$ cat src/rtl/cpu_run_ctrl_pkg.sv
// Purpose: shared types and constants for the rv32i run sequencer.
// Latency: none (declarations and a pure function only).
// Backpressure: not applicable.
package cpu_run_ctrl_pkg;

    // Run sequencer states.
    typedef enum logic [1:0] {
        ST_IDLE    = 2'd0,
        ST_RUN     = 2'd1,
        ST_DONE    = 2'd2,
        ST_TIMEOUT = 2'd3
    } run_state_e;

    // d_mem access size encodings. A mode of 2'b11 is also treated as a word.
    localparam logic [1:0] MODE_B = 2'b00;
    localparam logic [1:0] MODE_H = 2'b01;
    localparam logic [1:0] MODE_W = 2'b10;

    // Byte address of the completion mailbox word.
    localparam int MBOX_ADDR_DEFAULT = 8;

    // Returns the lanes that a store of the given size actually carries.
    // The mailbox value is zero-extended from those lanes.
    function automatic logic [31:0] mode_mask(input logic [1:0] mode);
        case (mode)
            MODE_B:  mode_mask = 32'h0000_00FF;
            MODE_H:  mode_mask = 32'h0000_FFFF;
            default: mode_mask = 32'hFFFF_FFFF;
        endcase
    endfunction

endpackage

$ cat src/rtl/cpu_run_ctrl_cnt.sv
// Purpose: saturating RUN-cycle counter with a watchdog limit flag (CPU_RUN_CTRL_WATCHDOG_EN).
// Latency: the count updates on the edge after clr/en; limit_hit is combinational from the count.
// Backpressure: none; clr overrides en, and the count holds at all-ones.
module cpu_run_ctrl_cnt #(
    parameter int CNT_W      = 16,
    parameter int MAX_CYCLES = 200
) (
    input  logic             clk,
    input  logic             rst,
    input  logic             clr,
    input  logic             en,
    output logic [CNT_W-1:0] cnt,
    output logic             limit_hit
);

    // Count enabled cycles and saturate so that a stuck run never wraps back to a small value.
    always_ff @(posedge clk) begin
        if (rst || clr) begin
            cnt <= '0;
        end else if (en && (cnt != {CNT_W{1'b1}})) begin
            cnt <= cnt + CNT_W'(1);
        end
    end

`ifdef CPU_RUN_CTRL_WATCHDOG_EN
    // The last permitted RUN cycle is the one where the count reads MAX_CYCLES-1.
    assign limit_hit = (cnt == CNT_W'(MAX_CYCLES - 1));
`else
    // Without a watchdog, a run can only end on a mailbox store.
    assign limit_hit = 1'b0;
    logic unused_limit;
    assign unused_limit = ^MAX_CYCLES;
`endif

endmodule

$ cat src/rtl/cpu_run_ctrl.sv
// Purpose: holds rv32i in reset while the host owns d_mem, runs the CPU until a mailbox store or watchdog (CPU_RUN_CTRL_WATCHDOG_EN).
// Latency: a start sampled at edge N releases the CPU from N+1; a mailbox hit sampled at edge M freezes it from M+1.
// Backpressure: none; start is ignored in RUN, clear is ignored in IDLE/RUN, and start wins over clear.
module cpu_run_ctrl
    import cpu_run_ctrl_pkg::*;
#(
    parameter int ADDR_WIDTH = 8,
    parameter int DATA_W     = 32,
    parameter int MBOX_ADDR  = MBOX_ADDR_DEFAULT,
    parameter int MAX_CYCLES = 200,
    parameter int CNT_W      = 16
) (
    input  logic                  clk,
    input  logic                  rst,
    input  logic                  start,
    input  logic                  clear,
    // host/bench memory port
    input  logic                  host_we,
    input  logic [1:0]            host_mode,
    input  logic [ADDR_WIDTH-1:0] host_waddr,
    input  logic [ADDR_WIDTH-1:0] host_raddr,
    input  logic [DATA_W-1:0]     host_wdata,
    output logic [DATA_W-1:0]     host_rdata,
    // rv32i memory port
    input  logic                  cpu_we,
    input  logic [1:0]            cpu_mode,
    input  logic [ADDR_WIDTH-1:0] cpu_waddr,
    input  logic [ADDR_WIDTH-1:0] cpu_raddr,
    input  logic [DATA_W-1:0]     cpu_wdata,
    output logic                  cpu_n_rst,
    // d_mem port
    output logic                  mem_we,
    output logic [1:0]            mem_mode,
    output logic [ADDR_WIDTH-1:0] mem_waddr,
    output logic [ADDR_WIDTH-1:0] mem_raddr,
    output logic [DATA_W-1:0]     mem_wdata,
    input  logic [DATA_W-1:0]     mem_rdata,
    // status
    output logic                  busy,
    output logic                  done,
    output logic                  timeout,
    output logic                  host_err,
    output logic [DATA_W-1:0]     result,
    output logic [CNT_W-1:0]      cycles
);

    localparam logic [1:0] S_IDLE    = 2'(ST_IDLE);
    localparam logic [1:0] S_RUN     = 2'(ST_RUN);
    localparam logic [1:0] S_DONE    = 2'(ST_DONE);
    localparam logic [1:0] S_TIMEOUT = 2'(ST_TIMEOUT);

    logic [1:0]        state;
    logic [1:0]        state_nxt;
    logic              in_run;
    logic              start_acc;
    logic              mbox_hit;
    logic              limit_hit;
    logic              cnt_en;
    logic [DATA_W-1:0] mbox_val;

    // The memory mux select is decoded straight from the state register, so ownership
    // flips on the same cycle the state does, with no turnaround cycle.
    assign in_run    = (state == S_RUN);
    assign start_acc = start && !in_run;
    assign mbox_hit  = in_run && cpu_we && (cpu_waddr == ADDR_WIDTH'(MBOX_ADDR));
    assign mbox_val  = cpu_wdata & DATA_W'(mode_mask(cpu_mode));

    // Next-state selection; a mailbox hit beats a watchdog expiry in the same cycle.
    always_comb begin
        state_nxt = state;
        case (state)
            S_IDLE: begin
                if (start) state_nxt = S_RUN;
            end
            S_RUN: begin
                if (mbox_hit)       state_nxt = S_DONE;
                else if (limit_hit) state_nxt = S_TIMEOUT;
            end
            default: begin
                if (start)      state_nxt = S_RUN;
                else if (clear) state_nxt = S_IDLE;
            end
        endcase
    end

    // State register.
    always_ff @(posedge clk) begin
        if (rst) state <= S_IDLE;
        else     state <= state_nxt;
    end

    // Capture the mailbox value; a new run starts from a clean result.
    always_ff @(posedge clk) begin
        if (rst || start_acc) result <= '0;
        else if (mbox_hit)    result <= mbox_val;
    end

    // Flag host writes attempted while the CPU owns d_mem; held until the next run starts.
    always_ff @(posedge clk) begin
        if (rst || start_acc)      host_err <= 1'b0;
        else if (in_run && host_we) host_err <= 1'b1;
    end

    // Count only cycles that are followed by another RUN cycle, so the final count
    // equals the index of the last cycle the CPU executed.
    assign cnt_en = in_run && (state_nxt == S_RUN);

    cpu_run_ctrl_cnt #(
        .CNT_W      (CNT_W),
        .MAX_CYCLES (MAX_CYCLES)
    ) u_cnt (
        .clk       (clk),
        .rst       (rst),
        .clr       (start_acc),
        .en        (cnt_en),
        .cnt       (cycles),
        .limit_hit (limit_hit)
    );

    // d_mem ownership: the CPU in RUN, otherwise the host; host stores never leak into a run.
    assign mem_we    = in_run ? cpu_we    : host_we;
    assign mem_mode  = in_run ? cpu_mode  : host_mode;
    assign mem_waddr = in_run ? cpu_waddr : host_waddr;
    assign mem_raddr = in_run ? cpu_raddr : host_raddr;
    assign mem_wdata = in_run ? cpu_wdata : host_wdata;
    assign host_rdata = mem_rdata;

    assign cpu_n_rst = in_run;
    assign busy      = in_run;
    assign done      = (state == S_DONE);
`ifdef CPU_RUN_CTRL_WATCHDOG_EN
    assign timeout   = (state == S_TIMEOUT);
`else
    assign timeout   = 1'b0;
`endif

endmodule

$ cat config.mk
export PLATFORM = sky130hd
export DESIGN_NAME = cpu_run_ctrl
export DESIGN_NICKNAME = d
export VERILOG_FILES = /design/src/rtl/cpu_run_ctrl_pkg.sv /design/src/rtl/cpu_run_ctrl_cnt.sv /design/src/rtl/cpu_run_ctrl.sv
export SDC_FILE = /design/constraint.sdc
export NUM_CORES = 1
export LEC_CHECK = 0
export CAP_MARGIN = 25
export CORE_AREA = 2 2 108 110
export DETAILED_ROUTE_END_ITERATION = 10
export DIE_AREA = 0 0 110 112
export PLACE_DENSITY_LB_ADDON = 0.15
export SYNTH_ARGS = -nofsm -noshare
export SYNTH_HDL_FRONTEND = slang
export SYNTH_SLANG_ARGS = --single-unit
$ cat constraint.sdc
create_clock -name clk -period 1.9 [get_ports clk]
set_input_delay 0.19 -clock clk [delete_from_list [all_inputs] [get_ports clk]]
set_output_delay 0.19 -clock clk [all_outputs]
set_load 0.05 [all_outputs]
* After elaboration in Yosys (flattened, before gate mapping)
Cells that the tools add are included.
** Storage, ports and cells
- Input bits :: 138
- Output and inout bits :: 136
- Logic and storage cells :: 33
- Bits in registers :: 51
** Cells by class
- Equal/unequal tests :: 6
- $add $sub $neg :: 1
- Multiplexer cells :: 11
- Bitwise logic cells :: 1
- Reductions and logical operators :: 10
** Operators by type and width (count)
- 32-bit case mux with 2 select lines :: 1
- 32-bit AND :: 1
- 32-bit two-way mux :: 1
- 16-bit by 1-bit adder with 16-bit output, second input constant :: 1
- 8-bit two-way mux :: 2
- 16-bit != test, second input constant :: 1
- 2-bit two-way mux :: 5
- 8-bit by 4-bit equality test with 1-bit output, second input constant :: 1
- 2-bit by 1-bit equality test with 1-bit output, second input constant :: 3
- 1-bit logical AND :: 6
- 2-bit logical NOT :: 2
- 2-bit case mux with 2 select lines :: 1
- 2-bit equality test, second input constant :: 1
- 1-bit logical NOT :: 1
- 1-bit logical OR :: 1
- 1-bit two-way mux :: 1

* Logic depth before layout (Yosys ltp)
Gate-level depths: netlist of the first run.
- Word-level depth :: 8
- Mapped depth :: 8
- Depth with buffers taken out :: 6

* Hierarchy
From an unflattened synthesis of the first run, not the netlist that was laid out.
** Second synthesis, totals
- Cells, all modules :: 491
- Area, all modules :: 3425.8 um^2
** By module, submodules not included
- cpu_run_ctrl :: area each 2567.5 um^2, sequential area each 700.7 um^2, instances 1, cells each 394
- cpu_run_ctrl_cnt :: area each 858.3 um^2, sequential area each 320.3 um^2, instances 1, cells each 97

* Worst setup path after synthesis of the first run
OpenSTA, ideal clock, no wires.
- Path type :: reg2reg
- Start point :: register u_cnt.cnt[2]
- End point :: register u_cnt.cnt[14]
- Library setup time :: 0.116 ns
- Stages on the path, launching flop included :: 6
- Setup slack :: -0.165 ns
- Period minus slack after synthesis :: 2.065 ns
- Path buffers :: 0
- Arrival :: 1.948 ns
- Data required time :: 1.784 ns
- Cells stage by stage :: dfxtp_1 -> and4_4 -> and2_2 -> nand4_4 -> or4_1 -> o211a_1
** Between the ends
- Word-level cells in the longest chain between the ends :: 2
- Elaborated cells on any way between the ends :: 3
- Those cells by class :: 1 x add/sub; 1 x eq/ne; 1 x reduce/logical
** Ends and longest elaborated chain
- start: declaration :: RTL line cpu_run_ctrl_cnt.sv:12 : output logic [CNT_W-1:0] cnt,
- start signal: assignment :: RTL line cpu_run_ctrl_cnt.sv:21 : cnt <= cnt + CNT_W'(1);
- parallel branches: the longest is 2 deep, another holds 16-bit by 1-bit adder with 16-bit output
Parallel ways; which one is timed is not known.
A chain may end at the register's enable or synchronous reset.

* Worst setup path after layout of the first run
- Start point :: register u_cnt.cnt[11]
- End point :: output port cycles[11]
** RTL lines
- end: declaration :: RTL line cpu_run_ctrl.sv:44 : output logic [CNT_W-1:0] cycles
No word-level cell between the ends.

==> qor.yml, run 1 <==
logic_synthesis:
  yosys.cell_types.count: 41
  synth.yosys.warnings: 0
  synth_mux_area_share_pct: 0
  yosys_register_bits: 51
  area_share_of_and_or_nand_nor_cells_after_synthesis_pct: 39.75
  synth_xor_xnor_area_share_pct: 1.468
  synthesized_netlist_cell_count: 451
  synth-adder-area-share_pct: 0.4193
  synth_compound_gate_area_share_pct: 11.45
  synth_area_per_cell_um2: 6.617
  synth_nets: 590
  post_synth_instance_area_um2: 2984
  seq_area_frac_synth_pct: 34.21
  main_combinational_cell_family_by_area_after_synthesis: "simple AND/OR/NAND/NOR gates"
floorplan:
  pin_count: 274
  die_w_um: 110
  core_region_area_um2: 11170
  row_count: 39
  fp.dieArea_um2: 12320
  floorplan.initialDensity_pct: 26.70
  chipHeight_um: 112
run_status:
  status: "finished, final reports clean"
clock_network:
  cts_made_buffers: 5
  cts_sinks: 51
  number_of_levels_in_the_clock_h_tree: 2
  tritoncts: "yes"
  clockBufferDepth: 2
  cts-root-buf: "sky130_fd_sc_hd__clkbuf_16"
  holdBufCountCts: 0
  clock_insertion_delay_worst_skew_ps: 290
  clk_pin_slew_ps: 80
worst_setup_path:
  worstSetupPathType: "register to output port"
  cp_cell_sequence: "clkdlybuf4s50_1"
  crit_cells: 1
  critical-path-top-delay-family: "buffers and inverters"
  worstSetupStartpointType: "register"
  critical_path.startpoint: "u_cnt.cnt[11]"
  largest_stage_delay_worst_path_ps: 850
  regToRegSetupSlack_ps: 160
  critPathArrivalTime_ps: 1600
  crit_fanout: 5
  reg2reg_from: "u_cnt.cnt[5]"
  timing.critical_path.to: "cycles[11]"
  r2r_end: "u_cnt.cnt[14]"
  slowest_stage: "sky130_fd_sc_hd__clkdlybuf4s50_1"
  worst-path-buf-inv: 1
  cp_required_ps: 1710
  r2r_cells: 5
  timing.critical_path.to_type: "output port"
sta:
  finalSetupViolCount: 0
  fin_worst_skew_ps: 10.61
  period_share_pct: 94.36
  rsz0062_at_grt: "no"
  finalMaxSlewViolations: 0
  timing.hold.ws_ps: 380.0
  period_minus_slack_ps: 1793
  finalHoldViolCount: 0
  worst_pin_slew_ps: 569.3
  maximum_operating_frequency_mhz: 557.8
  timing.slew.headroom_pct: 61.93
finish:
  finalNonFillerCells: 771
  layout_commonest_cell: "sky130_fd_sc_hd__nand2_1"
  finish.net_count: 766
  diodes: 0
  flow.area_growth_from_synthesis_pct: 94.09
  filler_cell_count: 1054
  post_route_cells_drive_above_1_share_pct: 16.24
  most-common-layout-cells: "203 x sky130_fd_sc_hd__nand2_1, 154 x sky130_fd_sc_hd__clkdlybuf4s50_1, 56 x sky130_fd_sc_hd__buf_12, 45 x sky130_fd_sc_hd__dfxtp_1, 43 x sky130_fd_sc_hd__a21oi_1"
global_routing:
  globalRoute.totalOverflow: 0
  first_global_vias: 3522
  grt_start_max_net_pins: 34
  grt_first_pass_wirelength_mm: 17.57
  grt_usage_pct: 18.10
  initial_antenna_violation_count: 0
flow_run:
  max_cap_viols: 0
route:
  route.detailed.drc: 0
  post_drt_wl_per_cell_um: 14.67
  vias: 3556
  detailedRoute.firstIterationViolations: 85
  post_drt_antenna_nets: 0
  routed_wirelength_mm: 11.31
  via_per_inst: 4.612
  drt_pre_antenna_iters: 4
placement:
  place_congestion: 0.7921
  place_inst: 763
  placement.io_buffers: 208
  dp.final_hpwl_mm: 9.025
power:
  power_density_nw_per_um2: 600.4
  ir_worst_vdd_v: 0.0003586
  total_leakage_power_nw: 2.355
min_path:
  hold_path_class: "input pin to output port"
cell families (layout without fill, tap and decap cells):
family,count (synthesis),in the layout
xor gates and xnor gates,5,5
adders and majority gates,1,1
buffers and inverters,62,239
DFF,51,51
other,1,1
AOI/OAI and AO/OA,60,60
and+or+nand+nor,271,271
how the worst min path moves through the flow:
stage               cells past startpoint           from             end  slack [ps]
finish                                  0  mem_rdata[11]  host_rdata[11]         380
global route                            0   mem_rdata[5]   host_rdata[5]         380
CTS                                     0  mem_rdata[12]  host_rdata[12]         380
detailed placement                      0  mem_rdata[12]  host_rdata[12]         380
global placement                        0  mem_rdata[12]  host_rdata[12]         380
floorplan                               1            rst        state[1]         260
power by group:
part	internal, mW	switching, mW
sequential	1.07	0.00505
combinational	0.664	0.701
clock	0.626	0.408
total	2.36	1.11
per-layer routing:
metal	track usage, %	vias to the layer above	part of all wire (%)
met5	0	-	0
met1	19.46	1621	37
met2	34.31	130	54
met4	4.304	0	1.5
met3	4.742	20	7.6
li1	-	1785	-
through the flow:
stage          setup slack, ps  cell area, µm²  power [mW]  util [%]  TNS [ps]
2_1_floorplan           -67.72            2993       1.864         -    -67.72
3_3_place_gp            -129.7            5609       2.470     50.20     -1291
3_5_place_dp            -189.0            5609       2.478     50.20     -2184
4_1_cts                  96.75            5781       3.522     51.73         0
5_1_grt                  18.64            5792       3.622     51.83         0
6_report                 107.2            5792       3.478     51.83         0
synth_stat cells (all sizes together):
cell / count / area, µm²
nand2b: 1 / 13.76
and3: 1 / 6.260
dfxtp: 51 / 1021
nor2: 9 / 36.29
nor4b: 1 / 15.01
or2: 1 / 6.260
or3: 7 / 43.79
ha: 1 / 12.51
and4: 2 / 20.02
nand3: 29 / 145.1
o21ai: 9 / 48.80
nand4: 5 / 52.55
nor3: 2 / 10.01
a21o: 1 / 7.510
buf: 42 / 300.3
clkbuf: 18 / 67.56
a31oi: 1 / 21.27
xor2: 5 / 43.79
nand2: 203 / 762.0
o2111ai: 1 / 8.760
or4: 2 / 15.01
a21oi: 43 / 215.2
and2: 5 / 32.53
nor2b: 1 / 6.260
o211ai: 3 / 22.52
o211a: 1 / 10.01
nor4: 1 / 12.51
nand4b: 1 / 8.760
conb: 1 / 3.750
inv: 2 / 7.500
a211oi: 1 / 7.510
sequential cells by signal, summed over array words and instances (netlist names):
name and flops:
state 2, result 32, u_cnt.cnt 16, host_err 1
final cells by class:
class | count | area, µm² | share of cell area, %
clock buffers | 5 | 125.1 | 2.160
clock inverters | 3 | 46.29 | 0.7993
inverters | 2 | 7.507 | 0.1296
multi-input cells | 338 | 1597 | 27.57
flip-flops and latches | 51 | 1028 | 17.76
well taps | 143 | 178.9 | 3.089
repair buffers | 229 | 2809 | 48.50
repair_timing:
item / in CTS / in global routing
resized for setup: 0 / 2
endpoints found under the setup margin: 0 / 6
buffers inserted: 0 / 0
(Power assumes the default switching activity.)
==> inputs of run 2 (changes only) <==
- CAP_MARGIN: 25 -> 20
- clock period: 1.9 -> 1.95 ns (I/O delays scaled with it)
==> run 2 against run 1 <==
Cell area shrank 1.1%. Sequential share of layout area grew 0.15 points. Register-to-register slack gained 30 ps. Wire length shrank 0.46%. Combinational power shrank 4%. Largest cell class unchanged. Core utilization shrank 0.57 points. Count of clock-buffer cells in the layout grew 1. Critical path depth grew 6. First-iteration DRC count shrank 5.9%. Via count is essentially flat.
==> qor.yml, run 2 (synthesis results as in run 1) <==
run_status:
  status: "finished, final reports clean"
worst_setup_path:
  worst-path-buf-inv: 2
  largest_stage_delay_worst_path_ps: 480
  critical-path-top-delay-family: "simple AND/OR/NAND/NOR gates"
  cp_required_ps: 2140
  critPathArrivalTime_ps: 2080
  crit_cells: 7
  slowest_stage: "sky130_fd_sc_hd__or4_1"
  crit_fanout: 6
  worstSetupStartpointType: "input pin"
  worstSetupPathType: "input pin to register"
  cp_cell_sequence: "clkdlybuf4s50_1 -> nor4b_2 -> buf_12 -> a31oi_4 -> nand4_4 -> or4_1 -> o211a_1"
  timing.critical_path.to_type: "register"
  r2r_cells: 5
floorplan:
  fp.dieArea_um2: 12320
  row_count: 39
  chipHeight_um: 112
  core_region_area_um2: 11170
  floorplan.initialDensity_pct: 26.70
  pin_count: 274
  die_w_um: 110
finish:
  multi_input_area_um2: 1605
  flow.area_growth_from_synthesis_pct: 91.95
  layout_commonest_cell: "sky130_fd_sc_hd__nand2_1"
  largest_register: "result"
  layout.area.seq_um2: 1026
  final_core_utilization_pct: 51.26
  finish.net_count: 759
  diodes: 0
  finalNonFillerCells: 764
  largest_register_ffs: 32
  reg.largest.list: "result (32), u_cnt.cnt (16), state (2)"
  most-common-layout-cells: "203 x sky130_fd_sc_hd__nand2_1, 154 x sky130_fd_sc_hd__clkdlybuf4s50_1, 56 x sky130_fd_sc_hd__buf_12, 47 x sky130_fd_sc_hd__dfxtp_1, 43 x sky130_fd_sc_hd__a21oi_1"
  filler_cell_count: 1031
  post_route_cells_drive_above_1_share_pct: 14.98
route:
  post_drt_antenna_nets: 0
  routed_wirelength_mm: 11.26
  post_drt_wl_per_cell_um: 14.74
  detailedRoute.firstIterationViolations: 80
  via_per_inst: 4.656
  drt_pre_antenna_iters: 4
  route.detailed.drc: 0
  vias: 3557
placement:
  place_inst: 756
  dp.final_hpwl_mm: 8.931
  place_congestion: 0.7699
  placement.io_buffers: 208
clock_network:
  cts_made_buffers: 5
  cts_sinks: 51
  clk_pin_slew_ps: 70
  cts-root-buf: "sky130_fd_sc_hd__clkbuf_16"
  tritoncts: "yes"
  postcts_setup_bufs: 0
  clock_insertion_delay_worst_skew_ps: 290
  clockBufferDepth: 2
  number_of_levels_in_the_clock_h_tree: 2
global_routing:
  globalRoute.totalOverflow: 0
  initial_antenna_violation_count: 0
  grt_start_max_net_pins: 34
  grt_usage_pct: 18.06
  first_global_vias: 3550
  grt_first_pass_wirelength_mm: 17.35
sta:
  rsz0062_at_grt: "no"
  period_minus_slack_ps: 1891
  timing.slew.headroom_pct: 60.71
  finalHoldViolCount: 0
  finalMaxSlewViolations: 0
  period_share_pct: 96.98
  fin_worst_skew_ps: 5.398
  maximum_operating_frequency_mhz: 528.8
  worst_pin_slew_ps: 587.5
  finalSetupViolCount: 0
  timing.hold.ws_ps: 390.0
power:
  post-layout-total-power_mw: 3.286
  power_density_nw_per_um2: 573.7
  ir_worst_vdd_v: 0.0003217
  total_leakage_power_nw: 2.314
min_path:
  count_of_cells_along_the_worst_hold_path: 0
  hold_path_class: "input pin to output port"
flow_run:
  max_cap_viols: 0
## run 2: cell count changes in the layout (fill, tap and decap cells not counted), sizes merged
cell and change:
buf -7, bufinv -1, clkbuf +1, clkinv +1
inv -1
## run 2: power breakdown
| part | switching [mW] | leakage, nW | internal [mW] |
|---|---|---|---|
| Combinational | 0.680 | 1.83 | 0.637 |
| Sequential | 0.00481 | 0.413 | 1.05 |
| Clock | 0.405 | 0.0731 | 0.514 |
| Total | 1.09 | 2.31 | 2.20 |
## run 2: worst register-to-register path: stages (launching register included)
cell                      delay [ps]
sky130_fd_sc_hd__dfxtp_1         390
sky130_fd_sc_hd__and4_1          310
sky130_fd_sc_hd__and2_1          240
sky130_fd_sc_hd__nand4_4         110
sky130_fd_sc_hd__or4_1           480
sky130_fd_sc_hd__o211a_1         140
## run 2: final cells by class
class,instances,share of cell area [%]
repair buffers,222,48.06
multi-input cells,338,28.03
flip-flops and latches,51,17.91
well taps,143,3.124
clock buffers,6,2.425
clock inverters,2,0.2840
inverters,2,0.1747
## run 2: path summary, 6_finish.rpt
| path | from | endpoint | slack, ps |
|---|---|---|---|
| setup / recovery | cpu_waddr[3] | u_cnt.cnt[14] | 60 |
| hold / removal | mem_rdata[11] | host_rdata[11] | 390 |
| setup reg to reg | u_cnt.cnt[8] | u_cnt.cnt[14] | 190 |
| hold reg to reg | result[16] | result[16] | 450 |
## run 2: stage by stage
step                      worst slack, ps  instance area [µm²]  setup TNS, ps
final                               58.84                 5728              0
after global routing                20.96                 5728              0
after CTS                           18.63                 5709              0
after detailed placement           -258.9                 5554          -4267
after global placement             -232.2                 5554          -3107
after floorplan                    -43.06                 2990         -43.06
## run 2: metal layers
layer  part of all wire [%]  GRT usage (%)
met3                    7.9          5.328
met2                     53          33.42
met4                    2.0          5.823
met5                      0              0
met1                     37          19.13
## run 2: timing repair
action / 4_1_cts / 5_1_grt
endpoints found under the hold margin: 0 / 0
hold buffers: 0 / 0
gates resized for setup: 0 / 4
endpoints found under the setup margin: 0 / 38
